$ cat src/rtl/act_mem_readout_if.sv
// act_mem_readout_if: control, activation-memory read port and output stream of the readout block.
interface act_mem_readout_if #(
    parameter int N_DIM_ARRAY              = 8,
    parameter int INPUT_CHANNEL_DATA_WIDTH = 8,
    parameter int INPUT_CHANNEL_ADDR_SIZE  = 16,
    parameter int BIT_WIDTH_EXTERNAL_PORT  = 32,
    parameter int LEN_BITS                 = 14
);
    localparam int RA_W = INPUT_CHANNEL_ADDR_SIZE - $clog2(N_DIM_ARRAY);
    logic                                      start;
    logic [INPUT_CHANNEL_ADDR_SIZE-1:0]        base_addr;
    logic [LEN_BITS-1:0]                       length_words;
    logic                                      mem_rd_en;
    logic [RA_W-1:0]                           mem_rd_addr;
    logic [N_DIM_ARRAY*INPUT_CHANNEL_DATA_WIDTH-1:0] mem_rd_data;
    logic                                      out_valid;
    logic                                      out_ready;
    logic [BIT_WIDTH_EXTERNAL_PORT-1:0]        out_data;
    logic                                      out_last;
    logic                                      busy;
    logic                                      done;
    modport master (
        input  start, base_addr, length_words, mem_rd_data, out_ready,
        output mem_rd_en, mem_rd_addr, out_valid, out_data, out_last, busy, done
    );
    modport slave (
        output start, base_addr, length_words, mem_rd_data, out_ready,
        input  mem_rd_en, mem_rd_addr, out_valid, out_data, out_last, busy, done
    );
endinterface

$ cat src/rtl/act_mem_readout.sv
// act_mem_readout: fetches activation-memory rows into a 2-row buffer and streams them out as 32-bit words.
module act_mem_readout #(
    parameter int N_DIM_ARRAY              = 8,
    parameter int INPUT_CHANNEL_DATA_WIDTH = 8,
    parameter int INPUT_CHANNEL_ADDR_SIZE  = 16,
    parameter int BIT_WIDTH_EXTERNAL_PORT  = 32,
    parameter int LEN_BITS                 = 14
) (
    input logic             clk,
    input logic             reset,
    act_mem_readout_if.master bus
);
    localparam int ROW_LG = $clog2(N_DIM_ARRAY);
    localparam int WPR    = N_DIM_ARRAY / 4;
    localparam int LG     = $clog2(WPR);
    localparam int OW     = (WPR > 1) ? LG : 1;
    localparam int RA_W   = INPUT_CHANNEL_ADDR_SIZE - ROW_LG;
    localparam int RW     = N_DIM_ARRAY * INPUT_CHANNEL_DATA_WIDTH;
    localparam int CW     = LEN_BITS + 2;

    typedef enum logic [1:0] {IDLE, RUN, FLUSH} state_t;

    state_t              state_q, state_d;
    logic [RA_W-1:0]     row_ptr_q;
    logic [LEN_BITS-1:0] rem_q;
    logic [CW-1:0]       rows_left_q;
    logic [OW-1:0]       next_ofs_q, pend_ofs_q;
    logic                pend_q;
    logic [1:0]          occ_q;
    logic                rd_ptr_q, wr_ptr_q;
    logic [RW-1:0]       data_q [2];
    logic [OW-1:0]       ofs_q  [2];

    logic [OW-1:0]       start_ofs, head_ofs;
    logic [CW-1:0]       span;
    logic                rd_issue, hs, pop;

    assign start_ofs = (WPR > 1) ? OW'(bus.base_addr >> 2) : '0;
    assign span      = CW'(start_ofs) + CW'(bus.length_words) + CW'(WPR - 1);
    assign head_ofs  = ofs_q[rd_ptr_q];

    // Reads are capped so buffered rows plus the one landing next edge never exceed two.
    assign rd_issue  = (state_q == RUN) && (rows_left_q != '0) && ((3'(occ_q) + 3'(pend_q)) < 3'd2);
    assign hs        = bus.out_valid && bus.out_ready;
    assign pop       = hs && ((head_ofs == OW'(WPR - 1)) || (rem_q == LEN_BITS'(1)));

    assign bus.mem_rd_en   = rd_issue;
    assign bus.mem_rd_addr = row_ptr_q;
    assign bus.out_valid   = (state_q == RUN) && (occ_q != 2'd0);
    assign bus.out_data    = bus.out_valid ? data_q[rd_ptr_q][32*head_ofs +: BIT_WIDTH_EXTERNAL_PORT] : '0;
    assign bus.out_last    = bus.out_valid && (rem_q == LEN_BITS'(1));
    assign bus.busy        = state_q != IDLE;
    assign bus.done        = state_q == FLUSH;

    always_comb begin
        state_d = state_q;
        unique case (state_q)
            IDLE:    state_d = !bus.start ? IDLE : (bus.length_words != '0) ? RUN : FLUSH;
            RUN:     state_d = (hs && bus.out_last) ? FLUSH : RUN;
            default: state_d = IDLE;
        endcase
    end

    always_ff @(posedge clk) begin
        if (!reset) begin
            state_q     <= IDLE;
            row_ptr_q   <= '0;
            rem_q       <= '0;
            rows_left_q <= '0;
            next_ofs_q  <= '0;
            pend_ofs_q  <= '0;
            pend_q      <= 1'b0;
            occ_q       <= '0;
            rd_ptr_q    <= 1'b0;
            wr_ptr_q    <= 1'b0;
            data_q      <= '{default: '0};
            ofs_q       <= '{default: '0};
        end else begin
            state_q <= state_d;
            pend_q  <= rd_issue;
            occ_q   <= occ_q + 2'(pend_q) - 2'(pop);
            if (state_q == IDLE && bus.start) begin
                row_ptr_q   <= RA_W'(bus.base_addr >> ROW_LG);
                next_ofs_q  <= start_ofs;
                rem_q       <= bus.length_words;
                rows_left_q <= span >> LG;
            end
            if (rd_issue) begin
                row_ptr_q   <= row_ptr_q + 1'b1;
                rows_left_q <= rows_left_q - 1'b1;
                next_ofs_q  <= '0;
                pend_ofs_q  <= next_ofs_q;
            end
            if (pend_q) begin
                data_q[wr_ptr_q] <= bus.mem_rd_data;
                ofs_q[wr_ptr_q]  <= pend_ofs_q;
                wr_ptr_q         <= ~wr_ptr_q;
            end
            if (hs) begin
                rem_q           <= rem_q - 1'b1;
                ofs_q[rd_ptr_q] <= head_ofs + 1'b1;
                rd_ptr_q        <= pop ? ~rd_ptr_q : rd_ptr_q;
            end
        end
    end
endmodule

$ cat src/flat_wrapper.sv
// flat-port wrapper written by rule: the top's interface ports become plain ports
module act_mem_readout_flat 
#(
    parameter int N_DIM_ARRAY              = 8,
    parameter int INPUT_CHANNEL_DATA_WIDTH = 8,
    parameter int INPUT_CHANNEL_ADDR_SIZE  = 16,
    parameter int BIT_WIDTH_EXTERNAL_PORT  = 32,
    parameter int LEN_BITS                 = 14
)
  (clk, reset, bus_start, bus_base_addr, bus_length_words, bus_mem_rd_data, bus_out_ready, bus_mem_rd_en, bus_mem_rd_addr, bus_out_valid, bus_out_data, bus_out_last, bus_busy, bus_done);
  act_mem_readout_if #(.N_DIM_ARRAY(N_DIM_ARRAY), .INPUT_CHANNEL_DATA_WIDTH(INPUT_CHANNEL_DATA_WIDTH), .INPUT_CHANNEL_ADDR_SIZE(INPUT_CHANNEL_ADDR_SIZE), .BIT_WIDTH_EXTERNAL_PORT(BIT_WIDTH_EXTERNAL_PORT), .LEN_BITS(LEN_BITS)) bus_i ();
  input logic clk;
  input logic reset;
  input wire logic [$bits(bus_i.start)-1:0] bus_start;
  input wire logic [$bits(bus_i.base_addr)-1:0] bus_base_addr;
  input wire logic [$bits(bus_i.length_words)-1:0] bus_length_words;
  input wire logic [$bits(bus_i.mem_rd_data)-1:0] bus_mem_rd_data;
  input wire logic [$bits(bus_i.out_ready)-1:0] bus_out_ready;
  output wire logic [$bits(bus_i.mem_rd_en)-1:0] bus_mem_rd_en;
  output wire logic [$bits(bus_i.mem_rd_addr)-1:0] bus_mem_rd_addr;
  output wire logic [$bits(bus_i.out_valid)-1:0] bus_out_valid;
  output wire logic [$bits(bus_i.out_data)-1:0] bus_out_data;
  output wire logic [$bits(bus_i.out_last)-1:0] bus_out_last;
  output wire logic [$bits(bus_i.busy)-1:0] bus_busy;
  output wire logic [$bits(bus_i.done)-1:0] bus_done;
  assign bus_i.start = bus_start;
  assign bus_i.base_addr = bus_base_addr;
  assign bus_i.length_words = bus_length_words;
  assign bus_i.mem_rd_data = bus_mem_rd_data;
  assign bus_i.out_ready = bus_out_ready;
  assign bus_mem_rd_en = bus_i.mem_rd_en;
  assign bus_mem_rd_addr = bus_i.mem_rd_addr;
  assign bus_out_valid = bus_i.out_valid;
  assign bus_out_data = bus_i.out_data;
  assign bus_out_last = bus_i.out_last;
  assign bus_busy = bus_i.busy;
  assign bus_done = bus_i.done;
  act_mem_readout #(.N_DIM_ARRAY(N_DIM_ARRAY), .INPUT_CHANNEL_DATA_WIDTH(INPUT_CHANNEL_DATA_WIDTH), .INPUT_CHANNEL_ADDR_SIZE(INPUT_CHANNEL_ADDR_SIZE), .BIT_WIDTH_EXTERNAL_PORT(BIT_WIDTH_EXTERNAL_PORT), .LEN_BITS(LEN_BITS)) u_core (.clk(clk), .reset(reset), .bus(bus_i));
endmodule
$ cat config.mk
export PLATFORM = sky130hd
export DESIGN_NAME = act_mem_readout_flat
export DESIGN_NICKNAME = d
export VERILOG_FILES = /design/src/rtl/act_mem_readout_if.sv /design/src/rtl/act_mem_readout.sv /design/src/flat_wrapper.sv
export SDC_FILE = /design/constraint.sdc
export NUM_CORES = 1
export LEC_CHECK = 0
export ABC_AREA = 1
export CORE_MARGIN = 1.5
export CORE_UTILIZATION = 49
export CTS_CLUSTER_DIAMETER = 150
export DETAILED_ROUTE_END_ITERATION = 8
export HOLD_SLACK_MARGIN = 0.05
export PLACE_DENSITY = 0.74
export SYNTH_ARGS = -nofsm -noshare
export SYNTH_HDL_FRONTEND = slang
export SYNTH_SLANG_ARGS = --single-unit
$ cat constraint.sdc
create_clock -name clk -period 5.4 [get_ports clk]
set_clock_uncertainty 0.2 [all_clocks]
set_input_delay 1.35 -clock clk [delete_from_list [all_inputs] [get_ports clk]]
set_output_delay 1.35 -clock clk [all_outputs]
set_load 0.005 [all_outputs]
---- Yosys cells after proc, flatten, opt, wreduce, memory -nomap -nowiden ----
Cells that the tools add are included.
storage, ports and cells
  register bits after elaboration ......... 182
  latch bits .............................. 0
  memory bits (writable) .................. 0
  memory bits (read-only) ................. 0
  input bits .............................. 98
  output and inout bits ................... 50
  word-level logic and storage cells ...... 86
  memories kept ........................... 0
operators by class
  add/sub/neg operators ................... 9
  multipliers ............................. 0
  divide/modulo/power cells ............... 0
  $lt $le $gt $ge ......................... 5
  eq/ne operators ......................... 3
  shifts and indexed selects .............. 1
  muxes and demuxes ....................... 29
  bitwise logic cells ..................... 5
  reduce and logical (&&, ||, !) cells .... 20
operators by type and width
  operator                                                     number
  2-to-1 mux 64 bit                                            4
  bitwise mux 128 bit                                          1
  demux 64 bit (select 1 bit)                                  1
  indexed part select 64 x 7 -> 32 bit                         1
  2-to-1 mux 16 bit                                            2
  2-to-1 mux 32 bit                                            1
  2-to-1 mux 14 bit                                            2
  2-to-1 mux 13 bit                                            2
  adder 16 x 1 -> 16 bit (second input constant)               1
  nonzero test 16 bit                                          1
  subtractor 16 x 1 -> 16 bit (second input constant)          1
  adder 1 x 14 -> 15 bit                                       1
  == test 14 x 1 -> 1 bit (second input constant)              1
  nonzero test 14 bit                                          1
  subtractor 14 x 1 -> 14 bit (second input constant)          1
  adder 13 x 1 -> 13 bit (second input constant)               1
  2-to-1 mux 2 bit                                             6
  logical AND 1 bit                                            10
  nonzero test 2 bit                                           4
  2-to-1 mux 1 bit                                             5
  bitwise mux 2 bit                                            2
  >= comparator 2 bit (second input constant)                  2
  less-than comparator 2 x 1 -> 1 bit (second input constant)  2
  inverter 1 -> 2 bit                                          2
  other kinds (14)                                             17

---- Depth between registers and ports, before layout ----
Gate-level depths: netlist of the first run.
  depth after elaboration ................. 10
  mapped depth ............................ 17

---- Worst setup path after synthesis of the first run ----
OpenSTA, ideal clock, no wires.
  path kind ............................... input -> register
  start point ............................. input port bus_length_words[0]
  end point ............................... register u_core.rows_left_q[10]
  library setup time ...................... 0.122 ns
  arrival ................................. 2.863 ns
  required time ........................... 5.078 ns
  setup slack ............................. 2.215 ns
  stages .................................. 11
  path buffers ............................ 0
  cells stage by stage .................... ha_1 ha_1 nand2_1 nor3_1 nand3_2 nor2_4 nand2_4 o21ai_0 nand2_1 nand2_1 a21oi_2
between the ends
  longest elaborated chain between the ends .. 4
RTL lines
  item                    line                   RTL
  start, declared         flat_wrapper.sv:16     input wire logic [$bits(bus_i.length_words)-1:0] bus_length_words;
  adder 1 x 14 -> 15 bit  act_mem_readout.sv:39  assign span = CW'(start_ofs) + CW'(bus.length_words) + CW'(WPR - 1);
  adder 16 x 1 -> 16 bit  act_mem_readout.sv:39
  2-to-1 mux 16 bit       act_mem_readout.sv:82  if (state_q == IDLE && bus.start) begin
  2-to-1 mux 16 bit       act_mem_readout.sv:88  if (rd_issue) begin
  end signal, assigned    act_mem_readout.sv:86  rows_left_q <= span >> LG;
  end signal, assigned    act_mem_readout.sv:90  rows_left_q <= rows_left_q - 1'b1;
  end, declared           act_mem_readout.sv:26  logic [CW-1:0] rows_left_q;
Every way passes these cells. The select of a mux whose other input is x is not followed.
A chain may end at the register's enable or synchronous reset.

---- Final worst setup path of the first run ----
  start point ............................. register u_core.rd_ptr_q
  end point ............................... output port bus_out_data[20]
between the ends
  longest elaborated chain between the ends .. 6
  elaborated cells between the ends (all ways) .. 9
  classes of those cells .................. 1 x shift; 7 x mux; 1 x bitwise
RTL lines
  item                                                                                       line                                          RTL
  start, declared                                                                            act_mem_readout.sv:30                         logic rd_ptr_q, wr_ptr_q;
  start signal, assigned                                                                     act_mem_readout.sv:102                        rd_ptr_q <= pop ? ~rd_ptr_q : rd_ptr_q;
  inverter 1 -> 2 bit (implied by the code) (*)                                              act_mem_readout.sv:40, act_mem_readout.sv:50
  2-to-1 mux 64 bit (implied by the code) or 2-to-1 mux 1 bit (tied branches) (3 in series)  act_mem_readout.sv:50, act_mem_readout.sv:40
  indexed part select 64 x 7 -> 32 bit (*)                                                   act_mem_readout.sv:50                         assign bus.out_data = bus.out_valid ? data_q[rd_ptr_q][32*head_ofs +: BIT_WIDTH_EXTERNAL_PORT] : '0;
  2-to-1 mux 32 bit (*)                                                                      act_mem_readout.sv:50
  end, declared                                                                              flat_wrapper.sv:22                            output wire logic [$bits(bus_i.out_data)-1:0] bus_out_data;
Every way passes the cells marked *; elsewhere a longest branch is shown, timed or not. The select of a mux whose other input is x is not followed.

==> flow_summary.json, run 1 <==
{
  "crit_arrival_ps": 3090,
  "antenna_found_initial": 3,
  "finalSetupViolations": 0,
  "cts_max_level": 4,
  "rsz0062_at_grt": "no",
  "tightest_slew_ps": 1230,
  "sequential_cell_area_um2": 3640,
  "cpPeakStageDelay_ps": 920,
  "power_density_nw_per_um2": 295,
  "gp_congestion": 0.882,
  "cp_top_family": "flip-flops",
  "grt_overflow_total": 0,
  "ant_nets": 0,
  "die_w_um": 139,
  "final_layout_size_suffix_gt1_share_pct": 5.91,
  "synth_fp_nets": 1482,
  "synth-seq-cells": 182,
  "met2_usage_pct": 44.4,
  "die_h_um": 139,
  "synth_edf_count": 0,
  "postSynthAreaPerCell_um2": 6.60,
  "slowest_stage": "dfxtp_1",
  "synth_top_area_share_pct": 40.1,
  "core_um2": 18100,
  "met1_usage_pct": 34.3,
  "failed_checks": "design-rule violations",
  "grt_usage_pct": 26.5,
  "cts_buffers": 17,
  "cts_root_buf": "clkbuf_16",
  "rows": 49,
  "synth_top_cells_by_area": "dfxtp_1, nand2_1, nor2_1, o21ai_0, a31oi_1",
  "ys_seq_area_share_pct": 40.1,
  "clock_sinks": 182,
  "grt_pass1_wl_um": 42300,
  "final_cells": 1721,
  "clock.fmax_mhz": 215,
  "port_buffers": 145,
  "cts_tree": "done",
  "p_leak_nw": 4.52,
  "yosys_warnings": 0,
  "hold_path.class": "reg -> reg",
  "dieArea_um2": 19400,
  "worstPathMaxFanout": 22,
  "fin_ws_ps": 757,
  "viasPerCell": 5.37,
  "grt_util_met3_pct": 5.90,
  "r2r_slack_ps": 2290,
  "critPathRequiredTime_ps": 3850,
  "cts_resized": 0,
  "synth_cells": 1375,
  "nFillCells": 1689,
  "post_cts_buffers": 0,
  "fin_crit_ps": 4640,
  "vias": 9248,
  "clock_latency_ps": 430,
  "status": "finished, violations left",
  "cpMostUsedCell": "nor2_2",
  "cp_cell_sequence": "nor2_2 -> nor2_2 -> buf_4 -> nand2_1 -> a31oi_1 -> clkdlybuf4s50_1",
  "ioPinCount": 148,
  "first_iter_violations": 815,
  "grt_pass1_vias": 8623,
  "cts_hold_buf": 0,
  "drt_wl_total_um": 25400,
  "final_max_slew_viol_count": 0,
  "synthFlopType": "dfxtp_1",
  "final.setup.tns_ps": 0,
  "finalHoldViolations": 0,
  "critPathLaunchType": "register",
  "fin_crit_sh_pct": 86.0,
  "area_growth_pct": 23.8,
  "async_flop_share_pct": 0,
  "clk_pin_slew_ps": 70,
  "busiest_layer": "met2",
  "end_kind": "primary output",
  "first_pass_iters": 8,
  "crit_buf_inv": 2,
  "dpl.hpwl_um": 16100,
  "power.total_mw": 3.32,
  "place_inst": 1687,
  "hold_ws_ps": 253,
  "yosysTopAreaCell": "dfxtp_1",
  "post-place-ws_ps": 1240,
  "cts_max_path_buffers": 2,
  "cap_violations": 0,
  "detail_route.wl_per_cell_um": 14.8,
  "ir_drop_mv": 0.202,
  "ys_types": 45,
  "grt_max_degree": 112,
  "drc_errors": 8,
  "start_util_pct": 50.2,
  "netlist_area_um2": 9080,
  "worstSetupPathType": "reg -> out",
  "relSlewSlack_pct": 18.1,
  "nNetsFinal": 1584,
  "multi_input_area_um2": 4840
}
## cells in the final DEF (no fill, tap or decap), types with 5 or more instances in the layout
cell type	synthesis	routed
nand2_1	338	337
nor2_1	312	308
dfxtp_1	182	182
o21ai_0	156	156
clkdlybuf4s50_1	0	144
inv_1	66	65
a31oi_1	42	42
nand3_1	36	36
a21oi_1	32	32
xor2_1	20	20
clkbuf_16	0	17
nand4_1	16	16
buf_4	1	15
nor2_2	8	11
nor3_1	10	10
nand2_2	9	10
ha_1	9	9
inv_2	7	8
xnor2_1	7	7
o211ai_1	5	5
## cell usage after synthesis, types with 8 or more instances
cell type and n:
dfxtp_1 182, nor2_2 8, nand2_2 9, o21ai_0 156, nor3_1 10, clkbuf_1 61, nand3_1 36, nand2_1 338
ha_1 9, xor2_1 20, inv_1 66, a21oi_1 32, nand4_1 16, a31oi_1 42, nor2_1 312
## state kept, by name, summed over array words and instances (netlist names)
register                cells
u_core.occ_q                2
u_core.rd_ptr_q             1
u_core.pend_q               1
u_core.wr_ptr_q             1
u_core.pend_ofs_q           1
u_core.rem_q               14
u_core.bus.mem_rd_addr     13
u_core.rows_left_q         16
u_core.next_ofs_q           1
u_core.ofs_q                2
u_core.data_q             128
u_core.state_q              2
## metrics by stage
stage                     util, %  instance area [um^2]
after global routing         62.1                 11200
after global placement       58.6                 10600
after CTS                    62.1                 11200
final                        62.2                 11200
after floorplan                 -                  9080
after detailed placement     58.6                 10600
## power by group
part	total [mW]	switching [mW]	internal, mW
clock network	1.32	0.600	0.719
logic	0.515	0.299	0.216
registers	1.48	0.0578	1.42
## per-layer routing
metal	wire length, um	share of wire (%)	vias up
met4	421	1.7	2
li1	-	-	4678
met5	17	0.067	-
met1	11500	45	4267
met2	11900	47	267
met3	1590	6.2	34
## worst paths after layout
path | start | endpoint | cells after the start
min reg2reg | u_core.rows_left_q[0] | u_core.rows_left_q[0] | 1
max | u_core.rd_ptr_q | bus_out_data[20] | 6
min | u_core.rows_left_q[0] | u_core.rows_left_q[0] | 1
max reg2reg | u_core.rd_ptr_q | u_core.occ_q[1] | 11
## final cells by class
cell class | instances | share of cell area (%)
Inverter | 73 | 2.44
Sequential cell | 182 | 32.4
Multi-Input combinational cell | 1044 | 43.1
Antenna cell | 2 | 0.0445
Timing Repair Buffer | 159 | 13.8
Clock buffer | 18 | 3.82
Tap cell | 229 | 2.55
Clock inverter | 14 | 1.83
## kinds of logic after synthesis
kind of cell / Yosys count / synth area share (%)
fa+ha+maj: 9 / 1.24
simple gates: 745 / 33.1
compound gates: 263 / 16.2
xor+xnor: 27 / 2.60
flops: 182 / 40.1
buf+inv: 149 / 6.72
Note: power is estimated with default switching activity, not from simulation.
==> run 2: changes to the inputs <==
--- a/config.mk
+++ b/config.mk
@@ -11,6 +11,7 @@
 export CTS_CLUSTER_DIAMETER = 150
 export DETAILED_ROUTE_END_ITERATION = 8
 export HOLD_SLACK_MARGIN = 0.05
+export MAX_ROUTING_LAYER = met4
 export PLACE_DENSITY = 0.74
 export SYNTH_ARGS = -nofsm -noshare
 export SYNTH_HDL_FRONTEND = slang
==> run 2 against run 1 <==
The run still ends with design-rule violations left. Clock power fell by 6%. First-iteration DRC count fell by 5.3%. Worst hold slack improved by 5.2 ps. Utilization fell by 0.28 points. Final cell count did not move. Sequential power barely moved. Design area fell by 0.44%. Critical path type unchanged. Largest power group unchanged.
==> flow_summary.json, run 2 (synthesis results as in run 1) <==
{
  "status": "finished, violations left",
  "failed_checks": "design-rule violations",
  "grt_overflow_total": 0,
  "start_util_pct": 50.2,
  "multi_input_area_um2": 4840,
  "pwr-share-clk_pct": 38.4,
  "dpl.hpwl_um": 16200,
  "finalSetupViolations": 0,
  "end_kind": "primary output",
  "clock_latency_ps": 430,
  "die_h_um": 139,
  "fin_ws_ps": 817,
  "port_buffers": 145,
  "power_density_nw_per_um2": 289,
  "vias": 9237,
  "rsz0062_at_grt": "no",
  "r2r_slack_ps": 2280,
  "drt_wl_total_um": 25400,
  "finalHoldViolations": 0,
  "largest_register": "u_core.data_q",
  "critPathLaunchType": "register",
  "p_comb_share_pct": 15.8,
  "clock.fmax_mhz": 218,
  "grt_pass1_vias": 8664,
  "cts_buffers": 17,
  "regToRegEndpoint": "u_core.occ_q[1]",
  "timing.rr.start": "u_core.rd_ptr_q",
  "hold_path.class": "reg -> reg",
  "cts_tree": "done",
  "viasPerCell": 5.37,
  "fin_crit_ps": 4580,
  "worstPathMaxFanout": 22,
  "grt_usage_pct": 27.2,
  "cts_max_path_buffers": 2,
  "grt_max_degree": 119,
  "final_max_slew_viol_count": 0,
  "relSlewSlack_pct": 20.2,
  "p_leak_nw": 4.50,
  "min_path_cells": 1,
  "antenna_found_initial": 3,
  "sw_frac_of_total_pct": 29.1,
  "ioPinCount": 148,
  "first_iter_violations": 772,
  "worstHoldStart": "u_core.rows_left_q[0]",
  "hold_ws_ps": 258,
  "critPathRequiredTime_ps": 3850,
  "final_layout_size_suffix_gt1_share_pct": 5.91,
  "nFillCells": 1723,
  "clock_sinks": 182,
  "internal_power_mw": 2.30,
  "area_growth_pct": 23.2,
  "largest_reg_flops": 128,
  "first_pass_iters": 7,
  "rows": 49,
  "reg_top3": "u_core.data_q (128), u_core.rows_left_q (16), u_core.rem_q (14)",
  "r2r_cells": 11,
  "core_um2": 18100,
  "crit_arrival_ps": 3030,
  "final_cell_mix": "nand2_1, nor2_1, dfxtp_1",
  "nNetsFinal": 1584,
  "power_switching_uw": 941,
  "cts_root_buf": "clkbuf_16",
  "cts_max_level": 4,
  "post_cts_buffers": 0,
  "grt_pass1_wl_um": 42100,
  "ir_drop_mv": 0.271,
  "power_frac_seq_pct": 45.8,
  "die_w_um": 139,
  "ant_nets": 0,
  "clk_pin_slew_ps": 70,
  "cts_hold_buf": 0,
  "detail_route.wl_per_cell_um": 14.7,
  "gp_congestion": 0.849,
  "post-place-ws_ps": 1270,
  "sequential_cell_area_um2": 3640,
  "fin_crit_sh_pct": 84.9,
  "tightest_slew_ps": 1200,
  "min_to": "u_core.rows_left_q[0]",
  "drc_errors": 4,
  "dieArea_um2": 19400,
  "cap_violations": 0,
  "final_common_cell": "nand2_1",
  "final.setup.tns_ps": 0,
  "cts_resized": 0,
  "worstSetupPathType": "reg -> out"
}
[run 2: layer usage]
layer	vias up	wire length [um]	track usage (%)
li1	4674	-	-
met1	4233	11400	33.7
met2	276	11800	43.9
met3	54	1500	6.01
met4	0	607	9.46
met5	-	0	-
[run 2: power groups by stage]
stage               combinational (mW)  sequential [mW]  clock, mW
floorplan                        0.330             1.50          0
global placement                 0.503             1.51          0
detailed placement               0.509             1.51          0
CTS                              0.513             1.48       1.26
global route                     0.578             1.49       1.31
finish                           0.513             1.48       1.24
[run 2: critical path: stages (launching register included)]
cell	delay (ps)
dfxtp_1	900
nor2_2	110
nor2_2	430
buf_4	310
nand2_1	90
a31oi_1	200
clkdlybuf4s50_1	560
[run 2: how the worst max path moves through the flow]
stage,end,from,cells after the start
after floorplan,u_core.rows_left_q[10],bus_length_words[0],11
after global placement,bus_out_data[20],u_core.rd_ptr_q,6
after detailed placement,bus_out_data[22],u_core.rd_ptr_q,6
after CTS,bus_out_data[22],u_core.rd_ptr_q,6
after global routing,bus_out_data[26],u_core.rd_ptr_q,6
final,bus_out_data[22],u_core.rd_ptr_q,6
[run 2: final cells by class]
class | count | share of cell area, %
multi-input cells | 1044 | 43.3
clock inverters | 14 | 1.40
inverters | 73 | 2.45
clock buffers | 17 | 3.80
flip-flops and latches | 182 | 32.6
repair buffers | 159 | 13.9
diodes | 3 | 0.0671
well taps | 229 | 2.56
[run 2: per-stage QoR]
stage	cell area (um^2)	std cells	total power [mW]	utilization [%]
6_report	11200	1721	3.24	61.9
5_1_grt	11200	1721	3.38	61.9
4_1_cts	11200	1718	3.25	61.8
3_5_place_dp	10600	1687	2.02	58.6
3_3_place_gp	10600	1687	2.01	58.6
2_1_floorplan	9080	1375	1.83	-
